`src/rtl/bsc_axiu_axis_tid_demux_pkg.sv`:
```
// Shared types and constants for the tid-based AXI-Stream demultiplexer.
package bsc_axiu_axis_tid_demux_pkg;

  localparam int DATA_W = 64;
  localparam int DEST_W = 2;

  localparam logic [31:0] DROP_COUNT_MAX = 32'hFFFF_FFFF;

  // Routing FSM encoding.
  typedef enum logic [1:0] {
    ST_IDLE = 2'd0,
    ST_PASS = 2'd1,
    ST_DROP = 2'd2
  } demux_state_e;

  // Beat payload without the tid field; tid is prepended because its width is a parameter.
  typedef struct packed {
    logic [DATA_W-1:0] tdata;
    logic [DEST_W-1:0] tdest;
    logic              tlast;
  } beat_payload_t;

  // Total stored beat width: tdata + tdest + tid + tlast.
  function automatic int beat_width(input int id_width);
    return DATA_W + DEST_W + id_width + 1;
  endfunction

endpackage

```
`src/rtl/bsc_axiu_axis_tid_demux_if.sv`:
```
// Merged input stream plus the per-port output streams of the tid demux.
interface bsc_axiu_axis_tid_demux_if #(
  parameter int ID_WIDTH  = 1,
  parameter int NUM_PORTS = 2
);
  import bsc_axiu_axis_tid_demux_pkg::*;

  logic [DATA_W-1:0]           S_AXIS_tdata;
  logic [DEST_W-1:0]           S_AXIS_tdest;
  logic [ID_WIDTH-1:0]         S_AXIS_tid;
  logic                        S_AXIS_tlast;
  logic                        S_AXIS_tvalid;
  logic                        S_AXIS_tready;

  logic [DATA_W*NUM_PORTS-1:0] M_AXIS_tdata;
  logic [DEST_W*NUM_PORTS-1:0] M_AXIS_tdest;
  logic [NUM_PORTS-1:0]        M_AXIS_tlast;
  logic [NUM_PORTS-1:0]        M_AXIS_tvalid;
  logic [NUM_PORTS-1:0]        M_AXIS_tready;

  // The demux itself: sinks the merged stream, sources the per-port streams.
  modport slave (
    input  S_AXIS_tdata, S_AXIS_tdest, S_AXIS_tid, S_AXIS_tlast, S_AXIS_tvalid,
    output S_AXIS_tready,
    output M_AXIS_tdata, M_AXIS_tdest, M_AXIS_tlast, M_AXIS_tvalid,
    input  M_AXIS_tready
  );

  // The environment around the demux: drives the merged stream, sinks the outputs.
  modport master (
    output S_AXIS_tdata, S_AXIS_tdest, S_AXIS_tid, S_AXIS_tlast, S_AXIS_tvalid,
    input  S_AXIS_tready,
    input  M_AXIS_tdata, M_AXIS_tdest, M_AXIS_tlast, M_AXIS_tvalid,
    output M_AXIS_tready
  );

endinterface

```
`src/rtl/bsc_axis_skid_buffer.sv`:
```
// Two-entry FIFO with a registered input ready, giving full throughput without
// a combinational path from the consumer back to the producer.
module bsc_axis_skid_buffer #(
  parameter int WIDTH = 8
) (
  input  logic             clk,
  input  logic             rst,
  input  logic [WIDTH-1:0] in_data,
  input  logic             in_valid,
  output logic             in_ready,
  output logic [WIDTH-1:0] out_data,
  output logic             out_valid,
  input  logic             out_pop
);

  logic [WIDTH-1:0] mem [2];
  logic             wr_ptr;
  logic             rd_ptr;
  logic [1:0]       count;
  logic [1:0]       count_next;
  logic             push;
  logic             pop;

  assign push      = in_valid && in_ready;
  assign pop       = out_pop && out_valid;
  assign out_valid = (count != 2'd0);
  assign out_data  = mem[rd_ptr];

  // Occupancy after this cycle's push and pop; ready is derived from it.
  always_comb begin
    count_next = count;
    if (push && !pop) begin
      count_next = count + 2'd1;
    end else if (pop && !push) begin
      count_next = count - 2'd1;
    end
  end

  // Pointers, occupancy and the registered ready.
  always_ff @(posedge clk) begin
    if (rst) begin
      wr_ptr   <= 1'b0;
      rd_ptr   <= 1'b0;
      count    <= 2'd0;
      in_ready <= 1'b0;
    end else begin
      count    <= count_next;
      in_ready <= (count_next != 2'd2);
      if (push) begin
        wr_ptr <= ~wr_ptr;
      end
      if (pop) begin
        rd_ptr <= ~rd_ptr;
      end
    end
  end

  // Storage needs no reset; occupancy alone decides what is valid.
  always_ff @(posedge clk) begin
    if (push) begin
      mem[wr_ptr] <= in_data;
    end
  end

endmodule

```
`src/rtl/bsc_axiu_axis_tid_demux.sv`:
```
// Routes whole packets from the merged stream to a per-accelerator port chosen
// by the tid of the first beat; packets with an unknown tid are dropped and counted.
module bsc_axiu_axis_tid_demux
  import bsc_axiu_axis_tid_demux_pkg::*;
#(
  parameter int ID_WIDTH  = 1,
  parameter int NUM_PORTS = 2
) (
  input  logic                          clk,
  input  logic                          rst,
  bsc_axiu_axis_tid_demux_if.slave      axis,
  output logic                          drop_pulse,
  output logic [31:0]                   drop_count
);

  localparam int BEAT_W = beat_width(ID_WIDTH);
  localparam int PL_W   = $bits(beat_payload_t);

  logic [BEAT_W-1:0]   in_beat;
  logic [BEAT_W-1:0]   head_beat;
  logic                head_valid;
  logic                head_pop;
  logic [ID_WIDTH-1:0] head_tid;
  beat_payload_t       head_pl;
  logic                tid_ok;

  demux_state_e        state_q;
  demux_state_e        state_d;
  logic [ID_WIDTH-1:0] lock_q;
  logic [ID_WIDTH-1:0] lock_d;
  logic [ID_WIDTH-1:0] sel_port;
  logic                sel_valid;
  logic                sel_ready;
  logic                drop_start;
  logic [31:0]         drop_count_q;
  logic [31:0]         drop_count_next;

  assign in_beat  = {axis.S_AXIS_tid, axis.S_AXIS_tdata, axis.S_AXIS_tdest, axis.S_AXIS_tlast};
  assign head_tid = head_beat[BEAT_W-1 -: ID_WIDTH];
  assign head_pl  = beat_payload_t'(head_beat[PL_W-1:0]);
  assign tid_ok   = (32'(head_tid) < 32'(NUM_PORTS));

  bsc_axis_skid_buffer #(
    .WIDTH (BEAT_W)
  ) u_skid (
    .clk       (clk),
    .rst       (rst),
    .in_data   (in_beat),
    .in_valid  (axis.S_AXIS_tvalid),
    .in_ready  (axis.S_AXIS_tready),
    .out_data  (head_beat),
    .out_valid (head_valid),
    .out_pop   (head_pop)
  );

  // Selected port is the locked one mid-packet, otherwise the head beat's tid.
  always_comb begin
    sel_port  = (state_q == ST_PASS) ? lock_q : head_tid;
    sel_ready = 1'b0;
    for (int p = 0; p < NUM_PORTS; p++) begin
      if (sel_port == ID_WIDTH'(p)) begin
        sel_ready = axis.M_AXIS_tready[p];
      end
    end
  end

  // Packet routing FSM: decides when the head beat is consumed and where it goes.
  always_comb begin
    state_d    = state_q;
    lock_d     = lock_q;
    sel_valid  = 1'b0;
    head_pop   = 1'b0;
    drop_start = 1'b0;
    case (state_q)
      ST_IDLE: begin
        if (head_valid) begin
          if (tid_ok) begin
            sel_valid = 1'b1;
            if (sel_ready) begin
              head_pop = 1'b1;
              if (!head_pl.tlast) begin
                state_d = ST_PASS;
                lock_d  = head_tid;
              end
            end
          end else begin
            head_pop   = 1'b1;
            drop_start = 1'b1;
            if (!head_pl.tlast) begin
              state_d = ST_DROP;
            end
          end
        end
      end
      ST_PASS: begin
        sel_valid = head_valid;
        if (head_valid && sel_ready) begin
          head_pop = 1'b1;
          if (head_pl.tlast) begin
            state_d = ST_IDLE;
          end
        end
      end
      ST_DROP: begin
        if (head_valid) begin
          head_pop = 1'b1;
          if (head_pl.tlast) begin
            state_d = ST_IDLE;
          end
        end
      end
      default: begin
        state_d = ST_IDLE;
      end
    endcase
  end

  // Every port sees the head beat; only the selected one gets valid.
  always_comb begin
    for (int p = 0; p < NUM_PORTS; p++) begin
      axis.M_AXIS_tdata[DATA_W*p +: DATA_W] = head_pl.tdata;
      axis.M_AXIS_tdest[DEST_W*p +: DEST_W] = head_pl.tdest;
      axis.M_AXIS_tlast[p]                  = head_pl.tlast;
      axis.M_AXIS_tvalid[p]                 = sel_valid && (sel_port == ID_WIDTH'(p));
    end
  end

  // FSM state and the port locked for the open packet.
  always_ff @(posedge clk) begin
    if (rst) begin
      state_q <= ST_IDLE;
      lock_q  <= '0;
    end else begin
      state_q <= state_d;
      lock_q  <= lock_d;
    end
  end

  // Saturating increment of the dropped-packet counter.
  always_comb begin
    drop_count_next = drop_count_q;
    if (drop_start && (drop_count_q != DROP_COUNT_MAX)) begin
      drop_count_next = drop_count_q + 32'd1;
    end
  end

  // Drop pulse and counter registers.
  always_ff @(posedge clk) begin
    if (rst) begin
      drop_pulse   <= 1'b0;
      drop_count_q <= 32'd0;
    end else begin
      drop_pulse   <= drop_start;
      drop_count_q <= drop_count_next;
    end
  end

  assign drop_count = drop_count_q;

endmodule

```
`src/flat_wrapper.sv`:
```
// flat-port wrapper written by rule: the top's interface ports become plain ports
module bsc_axiu_axis_tid_demux_flat import bsc_axiu_axis_tid_demux_pkg::*;
#(
  parameter int ID_WIDTH  = 1,
  parameter int NUM_PORTS = 2
)
  (clk, rst, drop_pulse, drop_count, axis_S_AXIS_tdata, axis_S_AXIS_tdest, axis_S_AXIS_tid, axis_S_AXIS_tlast, axis_S_AXIS_tvalid, axis_S_AXIS_tready, axis_M_AXIS_tdata, axis_M_AXIS_tdest, axis_M_AXIS_tlast, axis_M_AXIS_tvalid, axis_M_AXIS_tready);
  bsc_axiu_axis_tid_demux_if #(.ID_WIDTH(ID_WIDTH), .NUM_PORTS(NUM_PORTS)) axis_i ();
  input  logic clk;
  input  logic rst;
  output logic drop_pulse;
  output logic [31:0] drop_count;
  input wire logic [$bits(axis_i.S_AXIS_tdata)-1:0] axis_S_AXIS_tdata;
  input wire logic [$bits(axis_i.S_AXIS_tdest)-1:0] axis_S_AXIS_tdest;
  input wire logic [$bits(axis_i.S_AXIS_tid)-1:0] axis_S_AXIS_tid;
  input wire logic [$bits(axis_i.S_AXIS_tlast)-1:0] axis_S_AXIS_tlast;
  input wire logic [$bits(axis_i.S_AXIS_tvalid)-1:0] axis_S_AXIS_tvalid;
  output wire logic [$bits(axis_i.S_AXIS_tready)-1:0] axis_S_AXIS_tready;
  output wire logic [$bits(axis_i.M_AXIS_tdata)-1:0] axis_M_AXIS_tdata;
  output wire logic [$bits(axis_i.M_AXIS_tdest)-1:0] axis_M_AXIS_tdest;
  output wire logic [$bits(axis_i.M_AXIS_tlast)-1:0] axis_M_AXIS_tlast;
  output wire logic [$bits(axis_i.M_AXIS_tvalid)-1:0] axis_M_AXIS_tvalid;
  input wire logic [$bits(axis_i.M_AXIS_tready)-1:0] axis_M_AXIS_tready;
  assign axis_i.S_AXIS_tdata = axis_S_AXIS_tdata;
  assign axis_i.S_AXIS_tdest = axis_S_AXIS_tdest;
  assign axis_i.S_AXIS_tid = axis_S_AXIS_tid;
  assign axis_i.S_AXIS_tlast = axis_S_AXIS_tlast;
  assign axis_i.S_AXIS_tvalid = axis_S_AXIS_tvalid;
  assign axis_S_AXIS_tready = axis_i.S_AXIS_tready;
  assign axis_M_AXIS_tdata = axis_i.M_AXIS_tdata;
  assign axis_M_AXIS_tdest = axis_i.M_AXIS_tdest;
  assign axis_M_AXIS_tlast = axis_i.M_AXIS_tlast;
  assign axis_M_AXIS_tvalid = axis_i.M_AXIS_tvalid;
  assign axis_i.M_AXIS_tready = axis_M_AXIS_tready;
  bsc_axiu_axis_tid_demux #(.ID_WIDTH(ID_WIDTH), .NUM_PORTS(NUM_PORTS)) u_core (.clk(clk), .rst(rst), .axis(axis_i), .drop_pulse(drop_pulse), .drop_count(drop_count));
endmodule
```
`config.mk`:
```
export PLATFORM = sky130hd
export DESIGN_NAME = bsc_axiu_axis_tid_demux_flat
export DESIGN_NICKNAME = d
export VERILOG_FILES = /design/src/rtl/bsc_axiu_axis_tid_demux_pkg.sv /design/src/rtl/bsc_axiu_axis_tid_demux_if.sv /design/src/rtl/bsc_axis_skid_buffer.sv /design/src/rtl/bsc_axiu_axis_tid_demux.sv /design/src/flat_wrapper.sv
export SDC_FILE = /design/constraint.sdc
export NUM_CORES = 1
export LEC_CHECK = 0
export CORE_ASPECT_RATIO = 1.5
export CORE_MARGIN = 4
export CORE_UTILIZATION = 48
export CTS_CLUSTER_SIZE = 12
export DETAILED_ROUTE_END_ITERATION = 16
export PLACE_DENSITY = 0.86
export SYNTH_ARGS = -nofsm -noshare
export SYNTH_HDL_FRONTEND = slang
export SYNTH_SLANG_ARGS = --single-unit
```
`constraint.sdc`:
```
create_clock -name clk -period 11.75 [get_ports clk]
set_input_delay 2.9375 -clock clk [delete_from_list [all_inputs] [get_ports clk]]
set_output_delay 2.9375 -clock clk [all_outputs]
set_load 0.05 [all_outputs]
```
==> results.txt <==
Clock Sinks: 144
Flops & latches, synth: 144
Max-Cap Viols: 0
Setup TNS Final: 0 ns
Power density over the cells: 286 nW/um2
CTS H-tree lvls: 4
Fin worst setup slack: 5.89 ns
ANT nets after route: 0
Vias in the first global route: 3,528
Top Ports: 243
Root buffer cell: clkbuf_16
Chip Height: 152 um
Die width: 104 um
CP max stage delay: 0.96 ns
CP required: 8.81 ns
Tot GR Track Use: 14.8%
Count of final hold-check violations: 0
First-pass DRT Iterations: 5
Synthesis-to-finish area growth: 25.8%
CP max stage cell: dfxtp_4
# nets final: 587
Vias per std cell: 4.75
DRC viols: 0
Pre-CTS setup slack: 6.29 ns
Fin. max-slew vios: 0
Final period util: 49.9%
WP buf/inv: 1
Ratio of cells with drive above 1 in the final layout: 20.3%
DP HPWL: 8550 um
Type of the worst setup path: reg -> out
Final wirelength: 12,100 um
Reg clk slew, reported paths: 0.06 ns
IO Port Bufs: 209
CTS tree: yes
Count of cell types in the netlist: 33
Gr ovfl total: 0
Fin crit period: 5.86 ns
Clk_lat worst skew: 0.40 ns
Post-synthesis area per instance: 15.4 um2
RSZ-0062 raised after global routing: no
Cell family with most CP delay: flip-flops
Post-cts repair resize count: 0
Row cnt: 52
Slew headroom: 34.9%
Starting Density: 49.1%
Fillers: 1,027
Data arrival, critical path: 2.93 ns
Mapped cell area: 6610 um2
Status: finished, final reports clean
Startpoint Class: flip-flop
Core area: 13,500 um2
Max FO, Critical Path: 68
Leak pwr: 2.86 nW
Post CTS Setup Buffer Count: 0
Least-Margin Pin Slew: 0.976 ns
Wire per inst: 17.5 um
Antenna violations before repair: 1
Max clock buf depth: 2
HP Class: reg -> reg
CP endpoint kind: output port
Final setup viols: 0
Hold-fix buffers, CTS: 0
Gpl congestion: 0.675
Fmax: 0.171 GHz
Vias: 3,274
First-pass GRT wire length: 17,900 um
Cell Count Post-Placement: 656
FF/Latch Area: 4250 um2
Post-route insts no fill: 689
Worst Clk Skew: 0.00581 ns
Synthesized instance count: 428
Ys Warns: 0
Sequential fraction of the synthesis area: 64.2%
Largest net degree at the start of global routing: 69
Cts bufs inserted: 17
Multi-input logic area: 1190 um2
Die Area: 15,700 um2
Peak supply drop: 0.191 mV
Cell Chain, Critical Path: mux2_4 -> mux2_2 -> nor2_1 -> clkdlybuf4s50_1
Initial DRC count: 67
layout make-up:
class                           instances  area share (%)
Sequential cell                       144            51.1
Timing Repair Buffer                  210            25.3
Multi-Input combinational cell        137            14.3
Clock buffer                           17            5.12
Tap cell                              162            2.44
Clock inverter                         15            1.63
Inverter                                3           0.135
Antenna cell                            1          0.0301
final timing paths:
check	startpoint	to	slack, ns	cells past startpoint
setup / recovery	flip-flop	axis_M_AXIS_tvalid[0]	5.89	4
hold / removal	u_core.u_skid.count[1]	u_core.u_skid.in_ready	0.52	1
setup reg to reg	flip-flop	u_core.u_skid.count[0]	9.34	5
hold reg to reg	u_core.u_skid.count[1]	u_core.u_skid.in_ready	0.52	1
power by group:
part / leakage (nW) / switching (mW) / internal [mW]
sequential: 1.31 / 0.0612 / 0.619
clock: 0.267 / 0.205 / 0.293
combinational: 1.28 / 0.788 / 0.408
flip-flops by register name, summed over array words and instances, names as in the netlist, named ones only:
name / count
u_core.u_skid.wr_ptr: 1
u_core.u_skid.mem: 136
u_core.u_skid.rd_ptr: 1
u_core.lock_q: 1
u_core.u_skid.count: 2
u_core.state_q: 1
u_core.u_skid.in_ready: 1
cells by family (layout without fill, tap and decap cells):
group                    count (synthesis)  in the layout  share of synthesized area, %
XOR/XNOR                                 3              3                         0.398
AO/OA/AOI/OAI                            8              8                          1.04
flip-flops                             144            144                          64.2
buffers and inverters                  179            245                          19.8
AND/OR/NAND/NOR                         18             18                          1.51
other                                    1             34                        0.0568
multiplexers                            73             73                          12.6
adder cells (fa/ha/maj)                  2              2                         0.360
routing by layer:
layer,up-vias,share of wire (%),global-route usage (%),wire length (um)
met4,2,1.8,6.19,223
met1,1599,33,14.2,4010
met2,154,58,28.6,6980
li1,1502,-,-,-
met5,-,0.17,0,20
met3,17,7.1,5.43,856
placed cells by master (no fill, tap or decap), drive strengths merged, types with 2 or more instances in the layout:
cell             n
clkbuf          17
conb            33
xor2             2
mux2            70
inv              6
clkinv           9
edfxtp         136
nand2            2
nor2             9
mux2i            3
a21oi            2
clkdlybuf4s50  209
clkinvlp         2
nor3b            2
dfxtp            8
synth_stat cells:
master	n	area (um2)
nor3b_1	2	15.0
a311oi_1	1	8.76
nor2_1	9	33.8
nand2_1	1	3.75
edfxtp_1	136	4080
mux2i_4	1	22.5
nand3b_1	1	7.51
ha_1	1	12.5
mux2_4	1	15.0
a221oi_2	1	15.0
and2_1	1	6.26
a41oi_2	1	16.3
mux2_2	68	766
nand2_4	1	11.3
xor2_1	2	17.5
a211oi_1	1	7.51
dfxtp_1	8	160
conb_1	1	3.75
a21oi_1	2	10.0
nor4bb_1	1	10.0
maj3_2	1	11.3
inv_1	3	11.3
o21ai_0	1	5.00
mux2_1	1	11.3
nand4_1	1	6.26
and3_1	1	6.26
xnor2_1	1	8.76
buf_4	167	1250
buf_6	1	11.3
clkbuf_1	7	26.3
buf_1	1	3.75
mux2i_1	2	20.0
a31oi_1	1	6.26
worst register-to-register path, cell delays in order, from the launching register on:
cell and delay, ns:
dfxtp_4 0.96, mux2_4 0.40, mux2i_4 0.24, nand2_4 0.12, xor2_1 0.24, mux2_1 0.34
through the flow:
step / utilization [%] / area [um2] / hold slack, ns / power, mW
floorplan: - / 6730 / 0.443 / 1.74
finish: 61.7 / 8310 / 0.516 / 2.37
global route: 61.7 / 8310 / 0.554 / 2.46
detailed placement: 57.6 / 7750 / 0.504 / 1.90
global placement: 57.6 / 7750 / 0.459 / 1.88
CTS: 61.7 / 8310 / 0.513 / 2.40
(Power assumes the default switching activity.)
